===== src/rtl/img_stream_gen.sv =====
// Raster timing generator streaming pixels from a FWFT FIFO into a registered image bus.
// Optional macro IMG_GEN_PATTERN_EN adds pattern_sel, a built-in (h+v) test pattern source.
module img_stream_gen #(
  parameter int H_ACTIVE = 640,
  parameter int H_BLANK  = 160,
  parameter int V_ACTIVE = 480,
  parameter int V_BLANK  = 45
) (
  input  logic       clk,
  input  logic       rst,
  input  logic       enable,
`ifdef IMG_GEN_PATTERN_EN
  input  logic       pattern_sel,
`endif
  input  logic [7:0] src_data,
  input  logic       src_empty,
  output logic       src_rd,
  output logic       img_vsync,
  output logic       img_hsync,
  output logic       img_valid,
  output logic [7:0] img_data,
  output logic       frame_done,
  output logic       underflow
);

  localparam int H_TOTAL = H_ACTIVE + H_BLANK;
  localparam int V_MAX   = (V_ACTIVE > V_BLANK) ? V_ACTIVE : V_BLANK;
  localparam int HW      = (H_TOTAL > 1) ? $clog2(H_TOTAL) : 1;
  localparam int VW      = (V_MAX > 1) ? $clog2(V_MAX) : 1;

  localparam logic [HW-1:0] H_ONE    = HW'(1);
  localparam logic [HW-1:0] H_LAST_A = HW'(H_ACTIVE - 1);
  localparam logic [HW-1:0] H_LAST_B = HW'(H_BLANK - 1);
  localparam logic [HW-1:0] H_LAST_T = HW'(H_TOTAL - 1);
  localparam logic [VW-1:0] V_ONE    = VW'(1);
  localparam logic [VW-1:0] V_LAST_A = VW'(V_ACTIVE - 1);
  localparam logic [VW-1:0] V_LAST_B = VW'(V_BLANK - 1);

  typedef enum logic [1:0] {
    IDLE,
    ACTIVE,
    HBLANK,
    VBLANK
  } state_t;

  state_t        state, state_nxt;
  logic [HW-1:0] h_cnt, h_nxt;
  logic [VW-1:0] v_cnt, v_nxt;

  logic       pix_nxt;
  logic       vsync_nxt;
  logic       done_nxt;
  logic       fetch;
  logic [7:0] data_nxt;

  // state/counters describe the cycle currently on the bus; the *_nxt values
  // describe the cycle being prepared, so every output can be registered from them
  always_comb begin
    state_nxt = state;
    h_nxt     = h_cnt;
    v_nxt     = v_cnt;
    case (state)
      IDLE: begin
        if (enable) begin
          state_nxt = ACTIVE;
          h_nxt     = '0;
          v_nxt     = '0;
        end
      end
      ACTIVE: begin
        if (h_cnt == H_LAST_A) begin
          state_nxt = HBLANK;
          h_nxt     = '0;
        end else begin
          h_nxt = h_cnt + H_ONE;
        end
      end
      HBLANK: begin
        if (h_cnt == H_LAST_B) begin
          h_nxt = '0;
          if (v_cnt == V_LAST_A) begin
            state_nxt = VBLANK;
            v_nxt     = '0;
          end else begin
            state_nxt = ACTIVE;
            v_nxt     = v_cnt + V_ONE;
          end
        end else begin
          h_nxt = h_cnt + H_ONE;
        end
      end
      VBLANK: begin
        if (h_cnt == H_LAST_T) begin
          h_nxt = '0;
          if (v_cnt == V_LAST_B) begin
            v_nxt     = '0;
            state_nxt = enable ? ACTIVE : IDLE;
          end else begin
            v_nxt = v_cnt + V_ONE;
          end
        end else begin
          h_nxt = h_cnt + H_ONE;
        end
      end
      default: begin
        state_nxt = IDLE;
        h_nxt     = '0;
        v_nxt     = '0;
      end
    endcase
  end

  assign pix_nxt   = (state_nxt == ACTIVE);
  assign vsync_nxt = pix_nxt || ((state_nxt == HBLANK) && (v_nxt != V_LAST_A));
  assign done_nxt  = (state_nxt == VBLANK) && (h_nxt == H_LAST_T) && (v_nxt == V_LAST_B);

`ifdef IMG_GEN_PATTERN_EN
  logic       pat_mode;
  logic       pat_nxt;
  logic       frame_start;
  logic [7:0] pat_data;

  // the pattern choice is latched only when a new frame begins
  assign frame_start = pix_nxt && ((state == IDLE) || (state == VBLANK));
  assign pat_nxt     = frame_start ? pattern_sel : pat_mode;
  assign pat_data    = 8'(h_nxt) + 8'(v_nxt);
  assign fetch       = pix_nxt & ~pat_nxt;
  assign src_rd      = ~rst & fetch & ~src_empty;
  assign data_nxt    = (pix_nxt & pat_nxt) ? pat_data : (src_rd ? src_data : 8'h00);

  always_ff @(posedge clk) begin
    if (rst) pat_mode <= 1'b0;
    else     pat_mode <= pat_nxt;
  end
`else
  assign fetch    = pix_nxt;
  assign src_rd   = ~rst & fetch & ~src_empty;
  assign data_nxt = src_rd ? src_data : 8'h00;
`endif

  // an empty source never stalls the raster; the pixel goes out as 0 and the miss is remembered
  always_ff @(posedge clk) begin
    if (rst) begin
      state      <= IDLE;
      h_cnt      <= '0;
      v_cnt      <= '0;
      img_vsync  <= 1'b0;
      img_hsync  <= 1'b0;
      img_valid  <= 1'b0;
      img_data   <= 8'h00;
      frame_done <= 1'b0;
      underflow  <= 1'b0;
    end else begin
      state      <= state_nxt;
      h_cnt      <= h_nxt;
      v_cnt      <= v_nxt;
      img_vsync  <= vsync_nxt;
      img_hsync  <= pix_nxt;
      img_valid  <= pix_nxt;
      img_data   <= data_nxt;
      frame_done <= done_nxt;
      underflow  <= underflow | (fetch & src_empty);
    end
  end

endmodule


===== config.mk =====
export PLATFORM = sky130hd
export DESIGN_NAME = img_stream_gen
export DESIGN_NICKNAME = d
export VERILOG_FILES = /design/src/rtl/img_stream_gen.sv
export SDC_FILE = /design/constraint.sdc
export NUM_CORES = 1
export LEC_CHECK = 0
export CORE_MARGIN = 2
export CORE_UTILIZATION = 50
export DETAILED_ROUTE_END_ITERATION = 8
export GPL_TIMING_DRIVEN = 1
export PLACE_DENSITY = 0.8
export SLEW_MARGIN = 25
export SYNTH_ARGS = -nofsm -noshare
export SYNTH_HDL_FRONTEND = slang
export SYNTH_SLANG_ARGS = --single-unit

===== constraint.sdc =====
create_clock -name clk -period 3.4 [get_ports clk]
set_input_delay 0.68 -clock clk [delete_from_list [all_inputs] [get_ports clk]]
set_output_delay 0.68 -clock clk [all_outputs]
set_load 0.02 [all_outputs]

==> flow_summary.yaml, run 1 <==
cts:
  cts_max_level: 2
  root_buffer: "clkbuf_8"
  cts_tree: "built"
  cts.reportedPaths.clkPinSlew_ps: 70
  cts_setup_buffers: 0
  cts_buffers: 5
  insertion_delay_ps: 280
  clockBufferDepth: 2
  cts.sinks: 33
timing:
  period_needed_ps: 3100
  finalCritPeriodShare: 0.910
  fin_skew_ps: 5.12
  setup_viol: 0
  max_slew.worst_pin.slew_ps: 423
  finalHoldViolCount: 0
  tns_ps: 0
  fmax_mhz: 323
  max_slew_margin: 0.716
  maxSlewViolCount: 0
  rsz0062_at_grt: "false"
setup_path:
  worstPathArrival_ps: 2420
  crit_type: "register to primary output"
  cp-start-kind: "register"
  slowest_delay_ps: 570
  critical-path-slowest-cell: "or4b_4"
  endpoint_kind: "primary output"
  worstPathCellList: "or4b_4 > a211o_1 > o21ai_1 > nand2_1 > nor4_4 > nor2b_1 > clkbuf_2"
  cp_max_fo: 6
  crit_required_ps: 2720
routing:
  routed_wl_um: 4130
  vias: 1728
  drc: 0
  dr.pass1.iters: 5
  drtIter0Drc: 182
  routed_via_density: 5.59
  ant_nets: 0
  wl_per_cell_um: 13.4
placement:
  post-dp-hpwl_um: 3060
  portBuffers: 25
  dp_cells: 301
  place.gp.congestion: 0.930
synthesis:
  synth_edf_count: 0
  synth_top_area_cell: "dfxtp_1"
  yosys.cell_types.count: 54
  yosysTopAreaCellShare: 0.359
  ys.flop_type: "dfxtp_1"
  avgSynthCellArea_um2: 8.06
  yosysWarnings: 0
  synthTopCellsByArea: "dfxtp_1, nand2_1, nor2_1"
  synth_common_cells: "dfxtp_1, nand2_1, nor2_1"
  post-synth-top-count-cell: "dfxtp_1"
  syn_inst: 228
  synth_seq_cells: 33
  seq_area_frac_synth: 0.359
  synthArstFlopShare: 0
  syn_nets: 243
  syn_area_um2: 1840
cells_and_area:
  layout.nets: 275
  area_growth_pct: 24.5
  insertedDiodeCount: 0
  stdcell_count: 309
  drive_gt1_frac: 0.130
floorplan:
  dieArea_um2: 4180
  num_rows: 22
  io_pins: 26
  start_util: 0.510
  fp.dieH_um: 64.6
  fp.dieW_um: 64.6
  core_area_um2: 3610
power:
  ir_drop_mv: 0.327
  p_leak_nw: 0.817
  power.density_nw_per_um2: 381
global_routing:
  grt_pass1_vias: 1500
  antenna_found_initial: 0
  grt_max_degree: 23
  grt_usage: 0.210
  overflow: 0
  grt_pass1_wl_um: 6910
flow_run:
  cap_violations: 0
worst_hold_path:
  hold_class: "register to register"
status:
  outcome: "finished clean"
-- layout by cell type (no fill, tap or decap), types with 3 or more instances in the layout --
master	netlist	final
a21oi_1	13	13
or3_1	5	5
o21ai_0	12	12
dfxtp_1	33	33
nand2_1	23	23
nand3_1	13	13
buf_4	2	13
nand4_1	4	4
clkbuf_8	0	6
nand4b_1	3	3
and3_1	4	4
clkdlybuf4s50_1	0	24
nor4_1	5	5
nor2b_1	5	5
a22oi_1	4	4
inv_1	6	6
xnor2_1	3	3
and2_1	9	9
a31oi_1	3	3
nor2_1	23	23
ha_1	3	3
nor3_1	9	9
-- report_power, final --
part           switching (mW)  internal, mW  leakage [nW]
clock network           0.140         0.239        0.0585
registers             0.00485         0.396         0.268
logic                  0.0482        0.0442         0.490
total                   0.193         0.679         0.817
-- cell type report --
cell class              instances  area (um2)
flip-flops and latches         33         661
multi-input cells             176        1090
well taps                      48        60.1
repair buffers                 38         343
inverters                       6        22.5
clock buffers                   7        86.3
fillers                       304        1320
clock inverters                 1        30.0
-- metal layers --
layer | GRT usage | vias up | part of all wire | routed length [um]
met1 | 0.292 | 795 | 0.47 | 1930
met3 | 0.0313 | 4 | 0.052 | 215
met4 | 0.0878 | 0 | 0.010 | 42
met5 | 0 | - | 0 | 0
li1 | - | 876 | - | -
met2 | 0.326 | 53 | 0.47 | 1940
-- cell families after synthesis --
kind of cell / count (synthesis) / synth area share
multiplexers: 3 / 0.0177
buffers and inverters: 19 / 0.0497
XOR/XNOR: 5 / 0.0238
AO/OA/AOI/OAI: 47 / 0.177
adder cells (fa/ha/maj): 3 / 0.0204
AND/OR/NAND/NOR: 118 / 0.352
flip-flops: 33 / 0.359
-- sequential cells by signal (all words and copies together) (netlist names) --
signal	flops
img_vsync	1
state	2
underflow	1
img_valid	1
v_cnt	9
img_data	8
h_cnt	10
frame_done	1
-- stage by stage --
| stage | instance area (um2) | hold WS, ps | total power [mW] | util | setup WS (ps) |
|---|---|---|---|---|---|
| global route | 2290 | 497 | 0.907 | 0.635 | 93.4 |
| CTS | 2290 | 458 | 0.882 | 0.636 | 144 |
| detailed placement | 2180 | 447 | 0.502 | 0.604 | 67.5 |
| global placement | 2180 | 441 | 0.501 | 0.604 | 55.8 |
| finish | 2290 | 456 | 0.873 | 0.635 | 305 |
| floorplan | 1840 | 475 | 0.458 | - | 665 |
-- path summary, 6_finish.rpt --
path	start	end	slack [ps]	cells past startpoint
setup / recovery	h_cnt[9]	src_rd	300	7
hold / removal	underflow	underflow	460	2
setup reg to reg	v_cnt[1]	img_vsync	920	9
hold reg to reg	underflow	underflow	460	2
-- worst max-delay path: cells and delay by family, from the launching register on --
kind	cells	cell delay, ps
DFF	1	350
and+or+nand+nor	4	1070
AOI/OAI and AO/OA	2	520
buffers and inverters	1	200
-- what timing repair did --
item,CTS,global route
pin swaps,0,0
endpoints found under the setup margin,1,1
resized for setup,1,2
cloned,0,0
hold buffers,0,0
(Power assumes the default switching activity.)
==> run 2, diff against run 1 <==
--- a/config.mk
+++ b/config.mk
@@ -5,11 +5,13 @@
 export SDC_FILE = /design/constraint.sdc
 export NUM_CORES = 1
 export LEC_CHECK = 0
+export CELL_PAD_IN_SITES_DETAIL_PLACEMENT = 0
+export CELL_PAD_IN_SITES_GLOBAL_PLACEMENT = 1
 export CORE_MARGIN = 2
-export CORE_UTILIZATION = 50
+export CORE_UTILIZATION = 40
 export DETAILED_ROUTE_END_ITERATION = 8
 export GPL_TIMING_DRIVEN = 1
-export PLACE_DENSITY = 0.8
+export PLACE_DENSITY = 0.85
 export SLEW_MARGIN = 25
 export SYNTH_ARGS = -nofsm -noshare
 export SYNTH_HDL_FRONTEND = slang
==> run 2 against run 1 <==
Power down 11%. Worst hold slack about the same. Sequential power is essentially flat. Core utilization decreased by 12 points. Largest cell class unchanged. Critical path type unchanged. First-iteration DRC count down 51%. Clock-buffer cell count is 2 lower. Via count increased by 0.75%. Highest routed layer unchanged. Setup slack lost 15 ps.
==> flow_summary.yaml, run 2 (synthesis results as in run 1) <==
worst_hold_path:
  holdPathEnd: "underflow"
  hold_depth: 2
  hold_path.startpoint: "underflow"
  hold_class: "register to register"
routing:
  routed_via_density: 5.56
  dr.pass1.iters: 4
  routed_wl_um: 4290
  wl_per_cell_um: 13.7
  drc: 0
  vias: 1741
  drtIter0Drc: 90
  ant_nets: 0
placement:
  portBuffers: 25
  place_ws_ps: -7.33
  place.gp.congestion: 0.843
  place_area_um2: 2180
  dp_cells: 305
  post-dp-hpwl_um: 3180
global_routing:
  grt_max_degree: 23
  grt_pass1_wl_um: 7020
  grt_pass1_vias: 1530
  antenna_found_initial: 0
  grt_usage: 0.176
  overflow: 0
cts:
  cts.sinks: 33
  cts_tree: "built"
  cts.reportedPaths.clkPinSlew_ps: 70
  root_buffer: "clkbuf_8"
  clockBufferDepth: 2
  cts_max_level: 2
  cts_buffers: 5
  cts_setup_buffers: 0
  insertion_delay_ps: 290
power:
  power.density_nw_per_um2: 345
  p_leak_nw: 0.803
  ir_drop_mv: 0.245
  power_uw: 781
floorplan:
  num_rows: 24
  dieArea_um2: 5150
  start_util: 0.419
  fp.dieH_um: 71.8
  core_area_um2: 4380
  io_pins: 26
  fp.dieW_um: 71.8
timing:
  finalCritPeriodShare: 0.915
  tns_ps: 0
  max_slew.worst_pin.slew_ps: 461
  setup_viol: 0
  maxSlewViolCount: 0
  whs_ps: 455
  rsz0062_at_grt: "false"
  fin_ws_ps: 290
  fin_skew_ps: 6.55
  period_needed_ps: 3110
  finalHoldViolCount: 0
  max_slew_margin: 0.692
  fmax_mhz: 322
setup_path:
  worstPathArrival_ps: 2430
  cp-start-kind: "register"
  path_delay_family: "simple AND/OR/NAND/NOR gates"
  r2r-start: "h_cnt[1]"
  reg2reg_to: "img_vsync"
  r2r_cells: 8
  crit_type: "register to primary output"
  critical-path-slowest-cell: "or4b_1"
  worstPathCellList: "inv_1 > ha_1 > or4b_1 > nor2_1 > a2bb2oi_1 > nand2_1 > nor4_4 > nor2b_1 > clkbuf_2"
  slowest_delay_ps: 460
  worst-r2r-setup-slack_ps: 900
  cp_max_fo: 6
  startpoint: "v_cnt[1]"
  worstPathBufferInverterCount: 2
  endpoint_kind: "primary output"
  path_depth: 9
  crit_required_ps: 2720
cells_and_area:
  design_area_um2: 2260
  final_cell_mix: "dfxtp_1, clkdlybuf4s50_1, nor2_1, nand2_1"
  drive_gt1_frac: 0.134
  insertedDiodeCount: 0
  largest_reg_flops: 10
  layout.nets: 275
  stdcell_count: 313
  reg_top3: "h_cnt x10, v_cnt x9, img_data x8"
  fill_cells: 423
  layout_commonest_cell: "dfxtp_1"
  regMostFlops: "h_cnt"
  area_growth_pct: 23.1
  final_core_util: 0.516
status:
  outcome: "finished clean"
flow_run:
  cap_violations: 0
## run 2: changes by cell type in the layout (fill, tap and decap cells not counted), sizes merged
cell | previous run | this run
clkinvlp | 0 | 1
bufinv | 1 | 0
clkbuf | 8 | 6
clkinv | 0 | 2
## run 2: how the worst max path moves through the flow
| stage | end | slack (ps) |
|---|---|---|
| floorplan | src_rd | 660 |
| global placement | src_rd | -30 |
| detailed placement | src_rd | -7 |
| CTS | src_rd | 100 |
| global route | src_rd | 20 |
| finish | src_rd | 290 |
## run 2: metal layers
metal  GRT usage  share of wire
met2       0.281           0.48
met3      0.0295          0.055
met4       0.105          0.019
met5           0              0
met1       0.223           0.45
## run 2: cell type report
class / count / area, um2 / share of cell area
clock buffers: 5 / 68.8 / 0.0304
clock inverters: 3 / 17.5 / 0.00774
inverters: 6 / 22.5 / 0.00995
multi-input cells: 176 / 1090 / 0.480
flip-flops and latches: 33 / 661 / 0.292
well taps: 52 / 65.1 / 0.0287
repair buffers: 38 / 343 / 0.151
## run 2: power by group
group / leakage (nW) / internal, mW / switching, mW
logic: 0.491 / 0.0435 / 0.0479
registers: 0.268 / 0.396 / 0.00473
clock network: 0.0439 / 0.141 / 0.147
## run 2: worst register-to-register path, stage by stage, from the launching register on
cell and delay [ps]:
dfxtp_1 380, ha_1 240, nand4_1 210, or3_1 440
a21oi_4 250, or3b_1 370, and3_4 180, nor4_1 210
a21oi_1 90
## run 2: repair_timing
item                                    4_1_cts  5_1_grt
gates resized for setup                       1        2
endpoints found under the setup margin        1        1
cloned                                        0        0
hold buffers                                  0        0
==> run 3, diff against run 2 <==
--- a/config.mk
+++ b/config.mk
@@ -12,7 +12,7 @@
 export DETAILED_ROUTE_END_ITERATION = 8
 export GPL_TIMING_DRIVEN = 1
 export PLACE_DENSITY = 0.85
-export SLEW_MARGIN = 25
+export SLEW_MARGIN = 20
 export SYNTH_ARGS = -nofsm -noshare
 export SYNTH_HDL_FRONTEND = slang
 export SYNTH_SLANG_ARGS = --single-unit
==> results of run 3 <==
Same layout as run 2: the final DEF is identical, and so are final timing and power.
